`config.mk`:
```
export PLATFORM = sky130hd
export DESIGN_NAME = ripemd160_left_round_seq
export DESIGN_NICKNAME = d
export VERILOG_FILES = /design/src/rtl/ripemd160_pkg.sv /design/src/rtl/ripemd160_left_const_rom.sv /design/src/rtl/ripemd160_left_round_seq.sv
export SDC_FILE = /design/constraint.sdc
export NUM_CORES = 2
export LEC_CHECK = 0
export CELL_PAD_IN_SITES_DETAIL_PLACEMENT = 2
export CELL_PAD_IN_SITES_GLOBAL_PLACEMENT = 2
export CORE_AREA = 5 5 474 476
export DETAILED_ROUTE_END_ITERATION = 6
export DIE_AREA = 0 0 479 481
export PLACE_DENSITY_LB_ADDON = 0.1
export SYNTH_ARGS = -nofsm -noshare
export SYNTH_HDL_FRONTEND = slang
export SYNTH_SLANG_ARGS = --single-unit
export TNS_END_PERCENT = 20
```
`constraint.sdc`:
```
create_clock -name clk -period 52.4 [get_ports clk]
set_input_delay 10.48 -clock clk [delete_from_list [all_inputs] [get_ports clk]]
set_output_delay 10.48 -clock clk [all_outputs]
set_load 0.005 [all_outputs]
```
`src/rtl/ripemd160_pkg.sv`:
```
// RIPEMD-160 left-line constants and sequencer state type.
package ripemd160_pkg;

  localparam int unsigned RMD_ROUNDS = 80;

  typedef enum logic [1:0] {
    IDLE,
    RUN,
    DONE
  } rmd_state_t;

  localparam logic [3:0] RMD_LEFT_R [0:RMD_ROUNDS-1] = '{
    4'd0,  4'd1,  4'd2,  4'd3,  4'd4,  4'd5,  4'd6,  4'd7,
    4'd8,  4'd9,  4'd10, 4'd11, 4'd12, 4'd13, 4'd14, 4'd15,
    4'd7,  4'd4,  4'd13, 4'd1,  4'd10, 4'd6,  4'd15, 4'd3,
    4'd12, 4'd0,  4'd9,  4'd5,  4'd2,  4'd14, 4'd11, 4'd8,
    4'd3,  4'd10, 4'd14, 4'd4,  4'd9,  4'd15, 4'd8,  4'd1,
    4'd2,  4'd7,  4'd0,  4'd6,  4'd13, 4'd11, 4'd5,  4'd12,
    4'd1,  4'd9,  4'd11, 4'd10, 4'd0,  4'd8,  4'd12, 4'd4,
    4'd13, 4'd3,  4'd7,  4'd15, 4'd14, 4'd5,  4'd6,  4'd2,
    4'd4,  4'd0,  4'd5,  4'd9,  4'd7,  4'd12, 4'd2,  4'd10,
    4'd14, 4'd1,  4'd3,  4'd8,  4'd11, 4'd6,  4'd15, 4'd13
  };

  localparam logic [7:0] RMD_LEFT_S [0:RMD_ROUNDS-1] = '{
    8'd11, 8'd14, 8'd15, 8'd12, 8'd5,  8'd8,  8'd7,  8'd9,
    8'd11, 8'd13, 8'd14, 8'd15, 8'd6,  8'd7,  8'd9,  8'd8,
    8'd7,  8'd6,  8'd8,  8'd13, 8'd11, 8'd9,  8'd7,  8'd15,
    8'd7,  8'd12, 8'd15, 8'd9,  8'd11, 8'd7,  8'd13, 8'd12,
    8'd11, 8'd13, 8'd6,  8'd7,  8'd14, 8'd9,  8'd13, 8'd15,
    8'd14, 8'd8,  8'd13, 8'd6,  8'd5,  8'd12, 8'd7,  8'd5,
    8'd11, 8'd12, 8'd14, 8'd15, 8'd14, 8'd15, 8'd9,  8'd8,
    8'd9,  8'd14, 8'd5,  8'd6,  8'd8,  8'd6,  8'd5,  8'd12,
    8'd9,  8'd15, 8'd5,  8'd11, 8'd6,  8'd8,  8'd13, 8'd12,
    8'd5,  8'd12, 8'd13, 8'd14, 8'd11, 8'd8,  8'd5,  8'd6
  };

  localparam logic [31:0] RMD_LEFT_K [0:4] = '{
    32'h00000000, 32'h5A827999, 32'h6ED9EBA1, 32'h8F1BBCDC, 32'hA953FD4E
  };

endpackage

```
`src/rtl/ripemd160_left_const_rom.sv`:
```
// Round index to (word select, rotate, constant, function select).
module ripemd160_left_const_rom
  import ripemd160_pkg::*;
(
  input  logic [6:0]  j,
  output logic [3:0]  r,
  output logic [7:0]  s,
  output logic [31:0] k,
  output logic [2:0]  t
);

  always_comb begin
    t = j[6:4];
    r = RMD_LEFT_R[j];
    s = RMD_LEFT_S[j];
    k = RMD_LEFT_K[j[6:4]];
  end

endmodule

```
`src/rtl/ripemd160_left_round_seq.sv`:
```
// RIPEMD-160 left-line round sequencer: one round per clock via an external round stage.
module ripemd160_left_round_seq
  import ripemd160_pkg::*;
(
  input  logic         clk,
  input  logic         rst,
  input  logic         in_valid,
  output logic         in_ready,
  input  logic [511:0] blk,
  input  logic [159:0] chain_in,
  output logic [159:0] rnd_state,
  output logic [31:0]  rnd_m,
  output logic [7:0]   rnd_s,
  output logic [31:0]  rnd_k,
  output logic [2:0]   rnd_t,
  input  logic [159:0] rnd_result,
  output logic         out_valid,
  input  logic         out_ready,
  output logic [159:0] left_final
);

  rmd_state_t   state;
  logic [6:0]   j;
  logic [31:0]  msg [0:15];
  logic [159:0] work;

  logic [3:0]   rom_r;
  logic [7:0]   rom_s;
  logic [31:0]  rom_k;
  logic [2:0]   rom_t;

  ripemd160_left_const_rom u_rom (
    .j (j),
    .r (rom_r),
    .s (rom_s),
    .k (rom_k),
    .t (rom_t)
  );

  always_ff @(posedge clk or posedge rst) begin
    if (rst) begin
      state     <= IDLE;
      j         <= '0;
      work      <= '0;
      out_valid <= 1'b0;
      for (int unsigned i = 0; i < 16; i++) msg[i] <= '0;
    end else begin
      unique case (state)
        IDLE: begin
          if (in_valid) begin
            for (int unsigned i = 0; i < 16; i++) msg[i] <= blk[32*i +: 32];
            work  <= chain_in;
            j     <= '0;
            state <= RUN;
          end
        end
        RUN: begin
          work <= rnd_result;
          if (j == 7'(RMD_ROUNDS - 1)) begin
            j         <= '0;
            state     <= DONE;
            out_valid <= 1'b1;
          end else begin
            j <= j + 7'd1;
          end
        end
        DONE: begin
          if (out_ready) begin
            state     <= IDLE;
            out_valid <= 1'b0;
          end
        end
        default: begin
          state     <= IDLE;
          out_valid <= 1'b0;
        end
      endcase
    end
  end

  always_comb begin
    rnd_state = work;
    rnd_m     = '0;
    rnd_s     = '0;
    rnd_k     = '0;
    rnd_t     = '0;
    if (state == RUN) begin
      rnd_m = msg[rom_r];
      rnd_s = rom_s;
      rnd_k = rom_k;
      rnd_t = rom_t;
    end
  end

  assign in_ready   = (state == IDLE);
  assign left_final = work;

endmodule
```
==> tab_implementation.tex <==
\begin{tabular}{lr}
\hline
Metric & Value \\
\hline
\multicolumn{2}{l}{\textbf{Setup path}} \\
\quad Most common cell on crit path & sky130\_fd\_sc\_hd\_\_buf\_4 \\
\quad Slowest-stage cell, CP & sky130\_fd\_sc\_hd\_\_buf\_4 \\
\quad CP cell instances & inv\_1, ha\_1, mux4\_2, a2bb2oi\_1, nand2\_4, buf\_4, buf\_4, buf\_4, mux2i\_1, a32oi\_1, nand3\_1, o21ai\_0, clkdlybuf4s50\_1 \\
\quad Arrival time of data at the critical path endpoint & a little under 7 ns \\
\quad Req. time, crit path & 41.92 ns \\
\quad Capturing element type of the critical path & output port \\
\quad Largest driver fanout on the critical path & 58 \\
\quad Setup Crit Path Kind & reg -> out \\
\quad Sort of element at the start of the critical path & flip-flop \\
\quad Longest individual stage delay on the worst path & 0.72 ns \\
\multicolumn{2}{l}{\textbf{Timing}} \\
\quad Fin. max-slew vios & 0 \\
\quad Max Freq & $\sim$0.057 GHz \\
\quad Period utilisation layout & between 30\% and 40\% \\
\quad Worst slew margin relative to its limit & between 20\% and 30\% \\
\quad Setup total negative slack & 0 ns \\
\quad Final setup violating endpoints & 0 \\
\quad Final hold vios & 0 \\
\quad Unrepaired setup endpoints after global routing & no \\
\quad Clock Skew & approximately 0.026 ns \\
\quad Fin worst setup slack & 34.98 ns \\
\quad Transition time of the tightest slew-check pin & 1.054 ns \\
\quad Shortest clock period the worst path allows after layout & approximately 17 ns \\
\quad Worst slack on hold paths & 0.5035 ns \\
\multicolumn{2}{l}{\textbf{Run}} \\
\quad Max cap viols & 0 \\
\multicolumn{2}{l}{\textbf{Power}} \\
\quad Cell-internal power & about 2.2 mW \\
\quad Proportion of power drawn by combinational gates & 57.0\% \\
\quad IR Drop Worst-Case VDD & 0.05954 mV \\
\quad Leakage dissipation & approximately 20 nW \\
\quad Sequential group share of total power & 25.7\% \\
\quad Clock Power Share & 17.4\% \\
\quad Power per Cell Area & 78.17 nW/µm² \\
\quad Sw Share & between 40\% and 50\% \\
\quad Total net switching power & roughly 1.8 mW \\
\multicolumn{2}{l}{\textbf{Global routing}} \\
\quad Largest net degree at the start of global routing & 140 \\
\quad GR Util All Layers & 19.00\% \\
\quad Global-route congestion overflow total & 0 \\
\quad Wire length of the first global-routing pass & 297.5 mm \\
\quad Number of antenna violations at the first check in global routing & 193 \\
\quad Number of global-route vias before repair & 30760 \\
\multicolumn{2}{l}{\textbf{Detailed routing}} \\
\quad Remaining number of nets flagged by the antenna check after routing & 0 \\
\quad Total Wirelength & 226.7 mm \\
\quad Number of design-rule violations left by the first detailed-router iteration & 1247 \\
\quad Count of unresolved DRC violations after routing & 0 \\
\quad Average routed wire per standard cell & 32.48 µm \\
\quad Mean number of vias per cell & around 4.0 \\
\quad DR vias & roughly 28000 \\
\quad First-pass detailed-route iteration total & 5 \\
\multicolumn{2}{l}{\textbf{Clock tree}} \\
\quad Buffers inserted by post-CTS timing repair & 0 \\
\quad Maximum level of the CTS H-tree & 3 \\
\quad Clock slew at reported path FFs & 0.05 ns \\
\quad Bufs on Longest Clock Path & 3 \\
\quad Cell at the root of the clock tree & sky130\_fd\_sc\_hd\_\_clkbuf\_16 \\
\quad Clock Sinks & 682 \\
\quad Hold Buf Count CTS & 0 \\
\quad Worst-skew pair later-pin latency & 0.72 ns \\
\quad CTS Buf Count & 97 \\
\quad Quantity of gates resized following cts & 0 \\
\quad Clock tree from TritonCTS & yes \\
\multicolumn{2}{l}{\textbf{Floorplanning}} \\
\quad Core outline area & 220600 µm² \\
\quad Boundary Pins & 1233 \\
\quad Die Span Y & between 400 and 500 µm \\
\quad Row count & around 170 \\
\quad Starting density of the core & around 15\% \\
\quad Die width & 479 µm \\
\quad Floorplan die area & 230400 µm² \\
\multicolumn{2}{l}{\textbf{Layout}} \\
\quad Commonest non-fill, non-tap cell in the layout & sky130\_fd\_sc\_hd\_\_clkdlybuf4s50\_1 \\
\quad Design Area, Final & between 50000 and 60000 µm² \\
\quad Share of final-layout standard cells stronger than drive strength 1 & between 10\% and 20\% \\
\quad Area Growth Syn to Fin & 52.77\% \\
\quad Fillers & 24280 \\
\quad Count of nets after finishing & 4810 \\
\quad Commonest non-fill, non-tap cells in the layout & sky130\_fd\_sc\_hd\_\_clkdlybuf4s50\_1 (1226), sky130\_fd\_sc\_hd\_\_dfrtp\_1 (681), sky130\_fd\_sc\_hd\_\_nand2\_1 (657), sky130\_fd\_sc\_hd\_\_mux2\_2 (513), sky130\_fd\_sc\_hd\_\_a22oi\_1 (170) \\
\multicolumn{2}{l}{\textbf{Synth}} \\
\quad Synthesized area per cell & about 11 µm² \\
\quad Cell count after synthesis & just under 3000 \\
\quad Register area share after synthesis & 51.63\% \\
\quad Count of flip-flops with a built-in enable after synthesis & 0 \\
\quad Post-synthesis cell area & around 33000 µm² \\
\quad Primary FF master, synth & sky130\_fd\_sc\_hd\_\_dfrtp\_1 \\
\quad Number of distinct library cells after synthesis & between 60 and 70 \\
\quad Register bit count reported by yosys & 682 \\
\quad Warning count from the yosys run & 0 \\
\quad Synth async-reset ratio & between 90\% and 100\% \\
\multicolumn{2}{l}{\textbf{Placement}} \\
\quad Count of port buffers added during placement & between 1000 and 1500 \\
\quad Post-place instance area & about 47000 µm² \\
\quad Placer Congestion & around 0.85 \\
\quad DP Worst Slack & between 30 and 40 ns \\
\quad Half-perimeter wire length after detailed placement & 179.4 mm \\
\multicolumn{2}{l}{\textbf{Run status}} \\
\quad Run status & completed \\
\multicolumn{2}{l}{\textbf{Min path}} \\
\quad Worst Hold Class & reg -> reg \\
\hline
\end{tabular}
==> area by class of cell <==
type	count	area, µm²	share of cell area [%]
Antenna cell	53	132.6	0.2627
Clock buffer	154	2912	5.766
Clock inverter	24	320.3	0.6343
Inverter	10	45.04	0.08920
Multi-Input combinational cell	1898	13720	27.17
Sequential cell	682	17070	33.80
Tap cell	2887	3612	7.154
Timing Repair Buffer	1271	12680	25.12
==> synthesized netlist by cell type (all sizes together) (9+ instances only) <==
library cell / number / area [µm²]
inv: 10 / 37.54
o21ai: 51 / 259.0
a31oi: 26 / 162.7
mux2: 513 / 5777
a21oi: 40 / 200.2
dfrtp: 682 / 17070
a221oi: 24 / 329.1
mux2i: 66 / 660.6
a22oi: 170 / 1276
o211ai: 9 / 67.56
a32oi: 22 / 192.7
ha: 14 / 175.2
nor2: 35 / 133.9
nand2: 658 / 2470
nand3: 158 / 790.8
nand2b: 9 / 56.30
mux4: 22 / 495.5
buf: 248 / 1757
clkbuf: 151 / 566.8
==> metrics by stage <==
step                cells  power [mW]  utilization (%)
floorplan            2989       2.088                -
global placement     6748       3.377            21.37
detailed placement   6748       3.393            21.37
CTS                  6926       4.109            22.83
global route         6930       4.221            22.84
finish               6979       3.947            22.89
==> cells by family (layout without fill, tap and decap cells) <==
logic type / after synthesis / count (layout) / share of synthesized area (%)
other: 1 / 59 / 0.01135
buffers and inverters: 409 / 1459 / 7.143
AOI/OAI and AO/OA: 381 / 381 / 8.582
adders and majority gates: 14 / 14 / 0.5300
xor gates and xnor gates: 1 / 1 / 0.02650
DFF: 682 / 682 / 51.63
muxes: 601 / 601 / 20.98
and+or+nand+nor: 895 / 895 / 11.10
==> state kept, by name, indices dropped and copies added, names as in the netlist <==
register	cells
state	2
left_final	160
j	7
out_valid	1
msg	512
==> power by group through the flow <==
stage | registers (mW) | logic, mW | clock network, mW
detailed placement | 1.03 | 2.36 | 0
global route | 1.05 | 2.44 | 0.733
CTS | 1.02 | 2.37 | 0.715
floorplan | 0.924 | 1.16 | 0
global placement | 1.03 | 2.35 | 0
finish | 1.01 | 2.25 | 0.685
==> worst max-delay path: cells and delay by family (launching register included) <==
kind	cells	cell delay, ns
AO/OA/AOI/OAI	3	0.58
adder cells (fa/ha/maj)	1	0.56
flip-flops	1	0.71
buffers and inverters	5	2.85
multiplexers	2	0.47
AND/OR/NAND/NOR	2	0.87
==> final timing paths <==
kind                       slack [ns]                   end  depth (start not counted)                  from
setup / recovery                34.98             rnd_m[26]                         13      j[0]$_DFFE_PP0P_
hold / removal                   0.50   msg[43]$_DFFE_PP0P_                          1   msg[43]$_DFFE_PP0P_
setup reg to reg                47.17  msg[152]$_DFFE_PP0P_                          7  state[0]$_DFFE_PP0P_
hold reg to reg                  0.50   msg[43]$_DFFE_PP0P_                          1   msg[43]$_DFFE_PP0P_
max in group asynchronous       39.08   msg[66]$_DFFE_PP0P_                          5                   rst
min in group asynchronous       10.31    msg[7]$_DFFE_PP0P_                          2                   rst
==> per-layer routing <==
layer | wire [µm] | vias to the layer above | share of wire (%) | GRT usage, %
met5 | 888 | - | 0.39 | 0
met4 | 6139 | 142 | 2.7 | 4.299
met3 | 20300 | 404 | 9.0 | 8.485
met2 | 119100 | 973 | 53 | 35.50
met1 | 80290 | 14210 | 35 | 19.36
li1 | - | 12350 | - | -
(Power assumes the default switching activity.)
